File: src/rtl/sram_port_arbiter.sv
// sram_port_arbiter: round-robin arbiter sharing one synchronous single-port SRAM
// among NUM_REQ requesters, with an optional ownership lock for multi-beat sequences.
//
// Ports:
//   clk, rst            clock; asynchronous active-low reset
//   req_valid/req_ready per-requester request / one-hot grant (beat fires on valid & ready)
//   req_we, req_lock    per-requester write flag and keep-ownership flag
//   req_addr, req_wdata packed per-requester address / write data
//   rsp_valid           one-hot read response valid, one cycle after the read beat
//   rsp_rdata           shared read data (SRAM data_out passthrough)
//   mem_*               SRAM address, write data, write enable and read data
//
// Optional: define SRAM_ARB_STATS_EN to add stats_clr / stats_cnt, a saturating
// 32-bit grant counter per requester.
module sram_port_arbiter #(
    parameter int NUM_REQ    = 4,
    parameter int ADDR_WIDTH = 16,
    parameter int DATA_WIDTH = 32
) (
`ifdef SRAM_ARB_STATS_EN
    input  logic                           stats_clr,
    output logic [NUM_REQ*32-1:0]          stats_cnt,
`endif
    input  logic                           clk,
    input  logic                           rst,
    input  logic [NUM_REQ-1:0]             req_valid,
    output logic [NUM_REQ-1:0]             req_ready,
    input  logic [NUM_REQ-1:0]             req_we,
    input  logic [NUM_REQ-1:0]             req_lock,
    input  logic [NUM_REQ*ADDR_WIDTH-1:0]  req_addr,
    input  logic [NUM_REQ*DATA_WIDTH-1:0]  req_wdata,
    output logic [NUM_REQ-1:0]             rsp_valid,
    output logic [DATA_WIDTH-1:0]          rsp_rdata,
    output logic [ADDR_WIDTH-1:0]          mem_addr,
    output logic [DATA_WIDTH-1:0]          mem_data_in,
    output logic                           mem_we,
    input  logic [DATA_WIDTH-1:0]          mem_data_out
);
    localparam int IW = $clog2(NUM_REQ);

    typedef enum logic {IDLE, LOCKED} state_t;

    state_t          state;
    logic [IW-1:0]   rr_ptr, owner, g, idx, nxt;
    logic [IW:0]     sum;
    logic            found, fire;
    logic [ADDR_WIDTH-1:0] addr_a  [NUM_REQ];
    logic [DATA_WIDTH-1:0] wdata_a [NUM_REQ];

    for (genvar i = 0; i < NUM_REQ; i++) begin : g_unpack
        assign addr_a[i]  = req_addr[i*ADDR_WIDTH +: ADDR_WIDTH];
        assign wdata_a[i] = req_wdata[i*DATA_WIDTH +: DATA_WIDTH];
    end

    // Descending scan so the lowest offset from rr_ptr is the last (winning) hit.
    always_comb begin
        found = 1'b0;
        g     = '0;
        sum   = '0;
        idx   = '0;
        if (state == LOCKED) begin
            found = req_valid[owner];
            g     = owner;
        end else begin
            for (int k = NUM_REQ - 1; k >= 0; k--) begin
                sum = {1'b0, rr_ptr} + (IW+1)'(k);
                idx = IW'(sum >= (IW+1)'(NUM_REQ) ? sum - (IW+1)'(NUM_REQ) : sum);
                if (req_valid[idx]) begin
                    found = 1'b1;
                    g     = idx;
                end
            end
        end
    end

    // Holding rst low blocks every grant, so nothing reaches the SRAM during reset.
    assign fire        = found & rst;
    assign req_ready   = fire ? NUM_REQ'(1) << g : '0;
    assign mem_addr    = fire ? addr_a[g] : '0;
    assign mem_data_in = fire ? wdata_a[g] : '0;
    assign mem_we      = fire & req_we[g];
    assign rsp_rdata   = mem_data_out;
    assign nxt         = (g == IW'(NUM_REQ - 1)) ? '0 : g + 1'b1;

    always_ff @(posedge clk or negedge rst) begin
        if (!rst) begin
            state     <= IDLE;
            rr_ptr    <= '0;
            owner     <= '0;
            rsp_valid <= '0;
        end else begin
            rsp_valid <= (fire && !req_we[g]) ? req_ready : '0;
            if (fire) begin
                rr_ptr <= nxt;
                if (state == IDLE) begin
                    if (req_lock[g]) begin
                        state <= LOCKED;
                        owner <= g;
                    end
                end else if (!req_lock[g]) begin
                    state <= IDLE;
                end
            end
        end
    end

`ifdef SRAM_ARB_STATS_EN
    for (genvar i = 0; i < NUM_REQ; i++) begin : g_cnt
        logic [31:0] cnt;
        always_ff @(posedge clk or negedge rst) begin
            if (!rst)
                cnt <= '0;
            else if (stats_clr)
                cnt <= '0;
            else if (req_ready[i] && cnt != '1)
                cnt <= cnt + 32'd1;
        end
        assign stats_cnt[i*32 +: 32] = cnt;
    end
`endif

endmodule

File: config.mk
export PLATFORM = sky130hd
export DESIGN_NAME = sram_port_arbiter
export DESIGN_NICKNAME = d
export VERILOG_FILES = /design/src/rtl/sram_port_arbiter.sv
export SDC_FILE = /design/constraint.sdc
export NUM_CORES = 1
export LEC_CHECK = 0
export ABC_CLOCK_PERIOD_IN_PS = 4900
export CORE_AREA = 2 2 128 130
export CTS_CLUSTER_DIAMETER = 80
export DETAILED_ROUTE_END_ITERATION = 8
export DIE_AREA = 0 0 130 132
export MAX_ROUTING_LAYER = met4
export PLACE_DENSITY_LB_ADDON = 0.15
export SLEW_MARGIN = 15
export SYNTH_ARGS = -nofsm -noshare
export SYNTH_HDL_FRONTEND = slang
export SYNTH_SLANG_ARGS = --single-unit
export TNS_END_PERCENT = 50
File: constraint.sdc
create_clock -name clk -period 4.9 [get_ports clk]
set_input_delay 0.98 -clock clk [delete_from_list [all_inputs] [get_ports clk]]
set_output_delay 0.98 -clock clk [all_outputs]
set_load 0.01 [all_outputs]
==> results of run 1 <==
-- final cells by class --
cell class              count  area share [%]
repair buffers            273            54.7
multi-input cells         193            33.6
well taps                 216            5.31
inverters                   5           0.418
flip-flops and latches      9            4.43
clock buffers               4            1.55
-- power by group through the flow --
stage          clock network, mW  logic [mW]  registers, mW
2_1_floorplan                  0        1.17          0.125
3_3_place_gp                   0        1.96          0.140
3_5_place_dp                   0        1.97          0.141
4_1_cts                    0.144        1.97          0.140
5_1_grt                    0.149        2.08          0.145
6_report                   0.142        1.94          0.140
-- metrics by stage --
step                      cell area [um2]  worst slack [ps]
final                                5080               212
after global routing                 5080              23.8
after CTS                            5080               195
after detailed placement             5010               218
after global placement               5010               237
after floorplan                      2320              1460
-- metal layers --
layer / up-vias / GRT usage, % / wire [um]
met2: 168 / 25.0 / 6210
met5: - / - / 0
met4: 0 / 1.25 / 85
met1: 1291 / 13.0 / 4140
li1: 1418 / - / -
met3: 6 / 2.23 / 874
-- kinds of logic after synthesis --
kind of cell | count (synthesis) | synth area share [%]
adders and majority gates | 4 | 2.15
buffers and inverters | 59 | 17.4
muxes | 107 | 47.5
AOI/OAI and AO/OA | 60 | 17.9
and+or+nand+nor | 22 | 5.33
DFF | 9 | 9.69
-- layout by cell type, fill, tap and decap left out, drive strengths merged, types with 2 or more instances in the layout --
cell type	count
and2	4
buf	11
o21ai	2
mux4	2
nor2	2
dfrtp	9
inv	5
mux2	3
clkbuf	4
nor2b	4
ha	4
nand2	6
mux2i	102
o22ai	51
clkdlybuf4s50	262
-- registers in the layout, indices dropped and copies added (netlist names) --
register / count
rsp_valid: 4
rr_ptr: 2
owner: 2
state: 1
-- worst max-delay path by stage --
stage / to / slack [ps] / depth (start not counted) / startpoint
finish: mem_data_in[30] / 210 / 8 / req_valid[3]
detailed placement: mem_data_in[30] / 220 / 8 / req_valid[3]
floorplan: mem_data_in[10] / 1460 / 7 / req_valid[1]
global route: mem_data_in[23] / 20 / 8 / req_valid[3]
global placement: mem_addr[8] / 240 / 9 / req_valid[3]
CTS: mem_data_in[30] / 200 / 8 / req_valid[0]
==> impl_metrics.sql, run 1 <==
INSERT INTO impl_metrics (metric_group, metric, value, unit) VALUES
('synthesis', 'yosys.area.top_type', 'sky130_fd_sc_hd__mux2i_1', ''),
('power', 'power.static_leakage', '1.90', 'nW'),
('power', 'clock_power_share', '6.4', '%'),
('synthesis', 'yosys_warnings', '0', ''),
('clocking', 'worst_skew_pair_latency', '230', 'ps'),
('clocking', 'postCtsSetupRepairBufs', '0', ''),
('floorplan', 'die_height', '132', 'um'),
('synthesis', 'mappedNetlistArea', '2320', 'um2'),
('layout', 'drive_above_1_share', '5.17', '%'),
('sta', 'setup_repair_after_global_routing_missed_its_margin', 'false', ''),
('sta', 'slew_headroom', '48.5', '%'),
('route', 'detailedRoute.firstPassIterationCount', '4', ''),
('critical_path', 'crit-reg2reg-capture', 'state$_DFFE_PN0P_', ''),
('critical_path', 'sequence_of_cells_on_the_critical_path', 'clkdlybuf4s50_1 -> mux4_2 -> inv_1 -> a21oi_1 -> nand2_2 -> buf_4 -> o22ai_1 -> clkdlybuf4s50_1', ''),
('route', 'count_of_vias_placed_by_the_detailed_router', '2883', ''),
('sta', 'max_freq', '0.213', 'GHz'),
('route', 'drtIter0Drc', '50', ''),
('sta', 'worst_hold_slack', '568', 'ps'),
('critical_path', 'worst_setup_path_type', 'in -> out', ''),
('synthesis', 'main_synth_ff_type', 'sky130_fd_sc_hd__dfrtp_1', ''),
('critical_path', 'critPathArrivalTime', '3710', 'ps'),
('synthesis', 'number_of_nets_produced_by_synthesis', '503', ''),
('sta', 'final-setup-viol-count', '0', ''),
('placement', 'gp_congestion', '0.769', ''),
('synthesis', 'mean_instance_size_in_the_synthesized_netlist', '8.90', 'um2'),
('critical_path', 'worst_path_largest_cell_delay', '620', 'ps'),
('layout', 'num_antenna_cells', '0', ''),
('floorplan', 'rows', '46', ''),
('clocking', 'tritoncts', 'built', ''),
('route', 'vias_per_cell', '4.12', ''),
('layout', 'num-nets-final', '727', ''),
('sta', 'final_period_minus_worst_setup_slack', '4690', 'ps'),
('critical_path', 'crit_top_cell', 'sky130_fd_sc_hd__clkdlybuf4s50_1', ''),
('route', 'drt_wl_total', '11300', 'um'),
('floorplan', 'num_io_pins', '327', ''),
('clocking', 'post_cts_resized', '0', ''),
('critical_path', 'worst-r2r-cell-count', '7', ''),
('critical_path', 'largest_delay_contributor_family_on_the_critical_path', 'buffers and inverters', ''),
('clocking', 'clock_path_buffers', '2', ''),
('route', 'detail_route.drc_violations', '0', ''),
('floorplan', 'floorplan.initialDensity', '14.8', '%'),
('sta', 'fin_tns_setup', '0', 'ps'),
('grt', 'grt_start_max_net_pins', '44', ''),
('route', 'post_drt_antenna_nets', '0', ''),
('hold_path', 'worstHoldStart', 'owner[1]$_DFFE_PN0P_', ''),
('placement', 'dp_cells', '696', ''),
('power', 'power_dens_cells', '437', 'nW/um2'),
('layout', 'layout.filler_cells', '1632', ''),
('power', 'p_int', '1.29', 'mW'),
('floorplan', 'floorplan.core_area', '15700', 'um2'),
('layout', 'post-route-util', '32.4', '%'),
('clocking', 'cts_inserted_buffers', '3', ''),
('critical_path', 'crit_path_top_delay_cell', 'sky130_fd_sc_hd__a21oi_1', ''),
('run', 'drv_cap', '0', ''),
('synthesis', 'postSynthRegisterBits', '9', ''),
('synthesis', 'ys_types', '33', ''),
('hold_path', 'hold_depth', '1', ''),
('synthesis', 'synthTopCellsByCount', 'sky130_fd_sc_hd__mux2i_1 (102), sky130_fd_sc_hd__o22ai_1 (51), sky130_fd_sc_hd__buf_4 (42), sky130_fd_sc_hd__dfrtp_1 (9), sky130_fd_sc_hd__nand2_1 (6)', ''),
('synthesis', 'synthTopCellsByArea', 'sky130_fd_sc_hd__mux2i_1 (44%), sky130_fd_sc_hd__o22ai_1 (14%), sky130_fd_sc_hd__buf_4 (14%), sky130_fd_sc_hd__dfrtp_1 (9.7%), sky130_fd_sc_hd__ha_1 (2.2%)', ''),
('outcome', 'run_status', 'finished, final reports clean', ''),
('power', 'ir_drop', '0.197', 'mV'),
('clocking', 'cts_max_level', '1', ''),
('layout', 'sequential_cell_area', '225', 'um2'),
('critical_path', 'worstSetupStartpointType', 'input port', ''),
('sta', 'number_of_pins_exceeding_their_max_slew_limit_in_the_final_report', '0', ''),
('hold_path', 'hold_class', 'reg -> reg', ''),
('grt', 'number_of_global_route_vias_before_repair', '3078', ''),
('sta', 'skew', '1.06', 'ps'),
('critical_path', 'timing.critical_path.buf_inv', '4', ''),
('grt', 'antenna_found_initial', '0', ''),
('power', 'finalPower', '2.22', 'mW');
Note: power is estimated with default switching activity, not from simulation.
==> run 2: changes to the inputs <==
- CORE_AREA: 2 2 128 130 -> 4 4 127 129
- DIE_AREA: 0 0 130 132 -> 0 0 131 133
==> impl_metrics.sql, run 2 (synthesis results as in run 1) <==
INSERT INTO impl_metrics (metric_group, metric, value, unit) VALUES
('clocking', 'worst_skew_pair_latency', '230', 'ps'),
('critical_path', 'crit_path_top_delay_cell', 'sky130_fd_sc_hd__clkdlybuf4s50_1', ''),
('sta', 'final_period_minus_worst_setup_slack', '4630', 'ps'),
('clocking', 'cts_inserted_buffers', '3', ''),
('layout', 'num-nets-final', '728', ''),
('layout', 'combined_area_of_the_multi_input_logic_cells', '1710', 'um2'),
('critical_path', 'worst-r2r-cell-count', '6', ''),
('critical_path', 'critPathArrivalTime', '3650', 'ps'),
('route', 'detailedRoute.firstPassIterationCount', '4', ''),
('clocking', 'cts_root_buffer', 'sky130_fd_sc_hd__clkbuf_16', ''),
('route', 'vias_per_cell', '4.32', ''),
('outcome', 'run_status', 'finished, final reports clean', ''),
('layout', 'flip_flop_count_of_the_largest_register_after_layout', '4', ''),
('layout', 'registers.top_by_ff_count', 'rsp_valid', ''),
('critical_path', 'worstSetupStartpointType', 'input port', ''),
('layout', 'sequential_cell_area', '225', 'um2'),
('floorplan', 'rows', '45', ''),
('layout', 'leading_cell_type_in_the_layout_fill_and_taps_excluded', 'sky130_fd_sc_hd__clkdlybuf4s50_1', ''),
('grt', 'globalRouteTotalUtil', '12.3', '%'),
('layout', 'post-route-util', '33.6', '%'),
('route', 'post_drt_antenna_nets', '0', ''),
('critical_path', 'timing.critical_path.buf_inv', '4', ''),
('hold_path', 'hold_depth', '1', ''),
('sta', 'fin_tns_setup', '0', 'ps'),
('power', 'power.static_leakage', '1.91', 'nW'),
('layout', 'largest_registers', 'rsp_valid: 4 flops, owner: 2 flops, rr_ptr: 2 flops', ''),
('grt', 'grt_overflow', '0', ''),
('run', 'drv_cap', '0', ''),
('placement', 'dp_hpwl', '9710', 'um'),
('sta', 'slew_headroom', '66.7', '%'),
('sta', 'finalCritPeriodShare', '94.4', '%'),
('layout', 'num_antenna_cells', '0', ''),
('sta', 'worstMarginPinSlew', '495', 'ps'),
('floorplan', 'die-area', '17400', 'um2'),
('critical_path', 'worst_path_largest_cell_delay', '600', 'ps'),
('floorplan', 'floorplan.core_area', '15000', 'um2'),
('layout', 'post-route-cell-area', '5040', 'um2'),
('clocking', 'clkTransAtPathRegs', '40', 'ps'),
('placement', 'numPortBuffers', '262', ''),
('sta', 'max_freq', '0.216', 'GHz'),
('floorplan', 'die_height', '133', 'um'),
('floorplan', 'num_io_pins', '327', ''),
('route', 'count_of_vias_placed_by_the_detailed_router', '2905', ''),
('critical_path', 'largest_delay_contributor_family_on_the_critical_path', 'buffers and inverters', ''),
('hold_path', 'hold_class', 'reg -> reg', ''),
('layout', 'layout_common_cells', 'sky130_fd_sc_hd__clkdlybuf4s50_1 (262), sky130_fd_sc_hd__mux2i_1 (102), sky130_fd_sc_hd__o22ai_1 (51)', ''),
('critical_path', 'worst-endpoint-required', '3920', 'ps'),
('route', 'drt_wl_total', '11600', 'um'),
('critical_path', 'crit_cells', '9', ''),
('critical_path', 'critical_path_peak_fanout', '21', ''),
('route', 'drtIter0Drc', '51', ''),
('layout', 'area_growth', '117', '%'),
('critical_path', 'crit_end_element', 'primary output', ''),
('clocking', 'clock_path_buffers', '2', ''),
('critical_path', 'worst_setup_path_type', 'in -> out', ''),
('power', 'power_dens_cells', '436', 'nW/um2'),
('clocking', 'tritoncts_num_sinks', '9', ''),
('sta', 'worst_hold_slack', '601', 'ps'),
('grt', 'grt_start_max_net_pins', '49', ''),
('sta', 'report.final.hold_viol_count', '0', ''),
('sta', 'final-setup-viol-count', '0', ''),
('sta', 'skew', '1.65', 'ps'),
('floorplan', 'dieWidth', '131', 'um'),
('layout', 'layout.filler_cells', '1596', ''),
('critical_path', 'sequence_of_cells_on_the_critical_path', 'clkdlybuf4s50_1 -> nand4b_1 -> o31ai_1 -> o41ai_4 -> buf_4 -> buf_12 -> mux2i_1 -> o22ai_1 -> clkdlybuf4s50_1', ''),
('clocking', 'post_cts_resized', '0', ''),
('clocking', 'cts-hold-fix-buffers', '0', ''),
('floorplan', 'floorplan.initialDensity', '15.5', '%'),
('layout', 'drive_above_1_share', '5.36', '%'),
('clocking', 'postCtsSetupRepairBufs', '0', ''),
('grt', 'grt_first_pass_wirelength', '16700', 'um'),
('placement', 'gp_congestion', '0.763', ''),
('critical_path', 'crit_top_cell', 'sky130_fd_sc_hd__clkdlybuf4s50_1', ''),
('route', 'wl_per_cell', '17.2', 'um'),
('sta', 'setup_repair_after_global_routing_missed_its_margin', 'false', ''),
('power', 'ir_drop', '0.254', 'mV'),
('grt', 'antenna_found_initial', '0', ''),
('clocking', 'tritoncts', 'built', ''),
('grt', 'number_of_global_route_vias_before_repair', '3149', ''),
('clocking', 'cts_max_level', '1', ''),
('placement', 'post_dp_cell_area', '4970', 'um2'),
('sta', 'number_of_pins_exceeding_their_max_slew_limit_in_the_final_report', '0', ''),
('route', 'detail_route.drc_violations', '0', '');
run 2: cell count changes in the layout (fill, tap and decap cells not counted):
| cell | change |
|---|---|
| sky130_fd_sc_hd__buf_12 | -1 |
| sky130_fd_sc_hd__buf_4 | +2 |
run 2: cell type report:
class | count | area share [%]
clock buffers | 4 | 1.56
well taps | 188 | 4.66
inverters | 5 | 0.422
flip-flops and latches | 9 | 4.46
repair buffers | 274 | 55.0
multi-input cells | 193 | 33.9
run 2: path summary, 6_finish.rpt:
path | startpoint | endpoint | slack, ps
max | req_valid[3] | mem_data_in[3] | 270
min | owner[1]$_DFFE_PN0P_ | owner[1]$_DFFE_PN0P_ | 600
max reg2reg | state$_DFFE_PN0P_ | state$_DFFE_PN0P_ | 2660
min reg2reg | owner[1]$_DFFE_PN0P_ | owner[1]$_DFFE_PN0P_ | 600
max in group asynchronous | rst | rsp_valid[1]$_DFF_PN0_ | 3690
min in group asynchronous | rst | owner[1]$_DFFE_PN0P_ | 1070
run 2: power by group:
| part | internal, mW | leakage, nW | switching [mW] |
|---|---|---|---|
| registers | 0.102 | 0.116 | 0.0380 |
| clock network | 0.109 | 0.0382 | 0.0350 |
| logic | 1.07 | 1.75 | 0.849 |
run 2: per-layer routing:
metal  part of all wire, %  global-route usage [%]
met1                    35                    12.3
met2                    55                    23.8
met3                   9.2                    3.59
met4                  0.69                    1.54
met5                     0                       -
run 2: through the flow:
stage               power, mW  instances  setup slack (ps)
finish                   2.20        673               275
global route             2.35        673              70.7
CTS                      2.24        673               247
global placement         2.08        669               282
floorplan                1.29        261              1460
detailed placement       2.08        669               262
run 2: worst reg2reg max path, delay by kind of cell (launching register included):
kind                   cells  cell delay (ps)
AND/OR/NAND/NOR            1              170
flip-flops                 1              540
buffers and inverters      1              130
multiplexers               2              700
AO/OA/AOI/OAI              2              600
==> edit (flow settings as in run 1) <==
`ADDR_WIDTH`: 16 -> 18.
--- a/src/rtl/sram_port_arbiter.sv
+++ b/src/rtl/sram_port_arbiter.sv
@@ -15,5 +15,5 @@
 module sram_port_arbiter #(
     parameter int NUM_REQ    = 4,
-    parameter int ADDR_WIDTH = 16,
+    parameter int ADDR_WIDTH = 18,
     parameter int DATA_WIDTH = 32
 ) (
Interface: changed (resized mem_addr and req_addr); port bits go from 327 to 337. The function was not compared with the original's and may differ.
==> edit against run 1 <==
Worst hold slack improved by 16 ps. Power increased by 3.1%. Count of clock-buffer cells in the layout did not move. Final area increased by 3.4%. Setup slack improved by 50 ps. Cell count is 2.7% higher. Critical path depth rose by 1. Combinational power grew 3%. Sequential cell count unchanged. Routed wire length up 7.9%. Die area stayed put. Non-clock buffer count is 13 higher. Area after synthesis up 1.2%. Largest power group unchanged.
==> edit: results (changes against run 1) <==
GRT
  – First-pass GRT wire length: 17,500 um (+5.3%)
  – GRT Util Overall: 13.5% (+0.94 points)
  – Initial antenna violation count: 0 (unchanged)
  – Vias in the first global route: 3,091 (+0.42%)
  – GRT met3 Usage: 3.61% (+1.4 points)
  – Largest net degree at the start of global routing: 43 (-2.3%)
  – Global Route met2 Usage: 26.7% (+1.7 points)
  – Met1 Use GR: 12.8% (-0.16 points)

Power and ir drop
  – VDD IR max: 0.000295 V (+50%)
  – Internal Power: 1.33 mW (+3.1%)
  – Sw frac: 41.8% (about the same)
  – Part of the power in combinational logic: 87.5% (+0.2 points)
  – Leakage: 1.98 nW (+4.0%)

Drt
  – DR vias: 3,047 (+5.7%)
  – WL final: 12,200 um (+7.9%)
  – M1 wire length: 4160 um (+0.56%)
  – Metal3 WL: 1170 um (+34%)
  – Vias per std cell: 4.24 (+2.9%)
  – Initial DRC Count: 87 (+74%)
  – WL met2: 6690 um (+7.8%)

Timing
  – Fmax: 216 MHz (+1.1%)
  – Worst Skew: 2.26 ps (+1.20 ps)
  – Slew headroom: 64.4% (+16 points)
  – Fin Hold WS: 584 ps (+16.1 ps)

Placement
  – Placed cell count: 715 (+2.7%)
  – Dpl ws: 271 ps (+52.7 ps)
  – DPL Wire Length: 10,300 um (+7.5%)
  – Placed Area: 0.00518 sq mm (+3.5%)
  – Buffers on Ports: 272 (+3.8%)
  – Routability cong.: 0.822 (+6.9%)

Worst setup path
  – Reg-to-reg startpoint: rr_ptr[1]
  – CP Max Fanout: 23 (+4)
  – Register-to-register path setup slack: 2600 ps (+50 ps)
  – Critical path arrival: 3660 ps (-50 ps)
  – Critical path's slowest cell: clkdlybuf4s50_1
  – Critical Path Sink: mem_addr[14]
  – Largest stage delay on the critical path: 610 ps
  – FF-to-FF path depth: 6 (-1)

Synthesis
  – Post-synthesis cell count: 267 (+2.3%)
  – Register area share after synthesis: 9.57% (-0.12 points)
  – Yosys Warn Count: 0 (unchanged)
  – Post-synth cell types: 30 (-9.1%)
  – Syn nets: 517 (+2.8%)
  – Synth cell count leaders: mux2i_1 (106), o22ai_1 (53), buf_4 (41)
  – Synth top area cells: mux2i_1 (45%), o22ai_1 (14%), buf_4 (13%)

Hold path
  – Hold path startpoint: owner[1]
  – Type of the most critical hold path: flip-flop to flip-flop
  – WHS Endpoint: owner[1]

Finish
  – Total Nets Final: 754 (+3.7%)
  – Layout cell share with drive strength beyond 1: 5.37% (+0.20 points)

Clock network
  – Clk pin slew, worst setup/hold paths: 40 ps (about the same)

Outcome
  – Status: completed
-- edit: cell count changes in the layout (fill, tap and decap cells not counted), sizes merged --
cell	run 1	this run
clkdlybuf4s50	262	272
buf	11	14
o22ai	51	53
mux2i	102	106
-- edit: worst max-delay path: cells and delay by family --
family / cells / cell delay (ps)
AND/OR/NAND/NOR: 1 / 160
AO/OA/AOI/OAI: 3 / 780
buffers and inverters: 4 / 1620
multiplexers: 1 / 100
-- edit: layout make-up --
class | instances | area, sq um
Fill cell | 1604 | 10500
Timing Repair Buffer | 286 | 2920
Tap cell | 216 | 270
Inverter | 5 | 18.8
Clock buffer | 4 | 78.8
Sequential cell | 9 | 225
Multi-Input combinational cell | 199 | 1750
-- edit: cells by family after synthesis --
family / count (synthesis) / share of synthesized area [%]
AND/OR/NAND/NOR: 22 / 5.27
flip-flops: 9 / 9.57
adder cells (fa/ha/maj): 4 / 2.13
multiplexers: 111 / 48.5
buffers and inverters: 59 / 16.2
AO/OA/AOI/OAI: 62 / 18.4
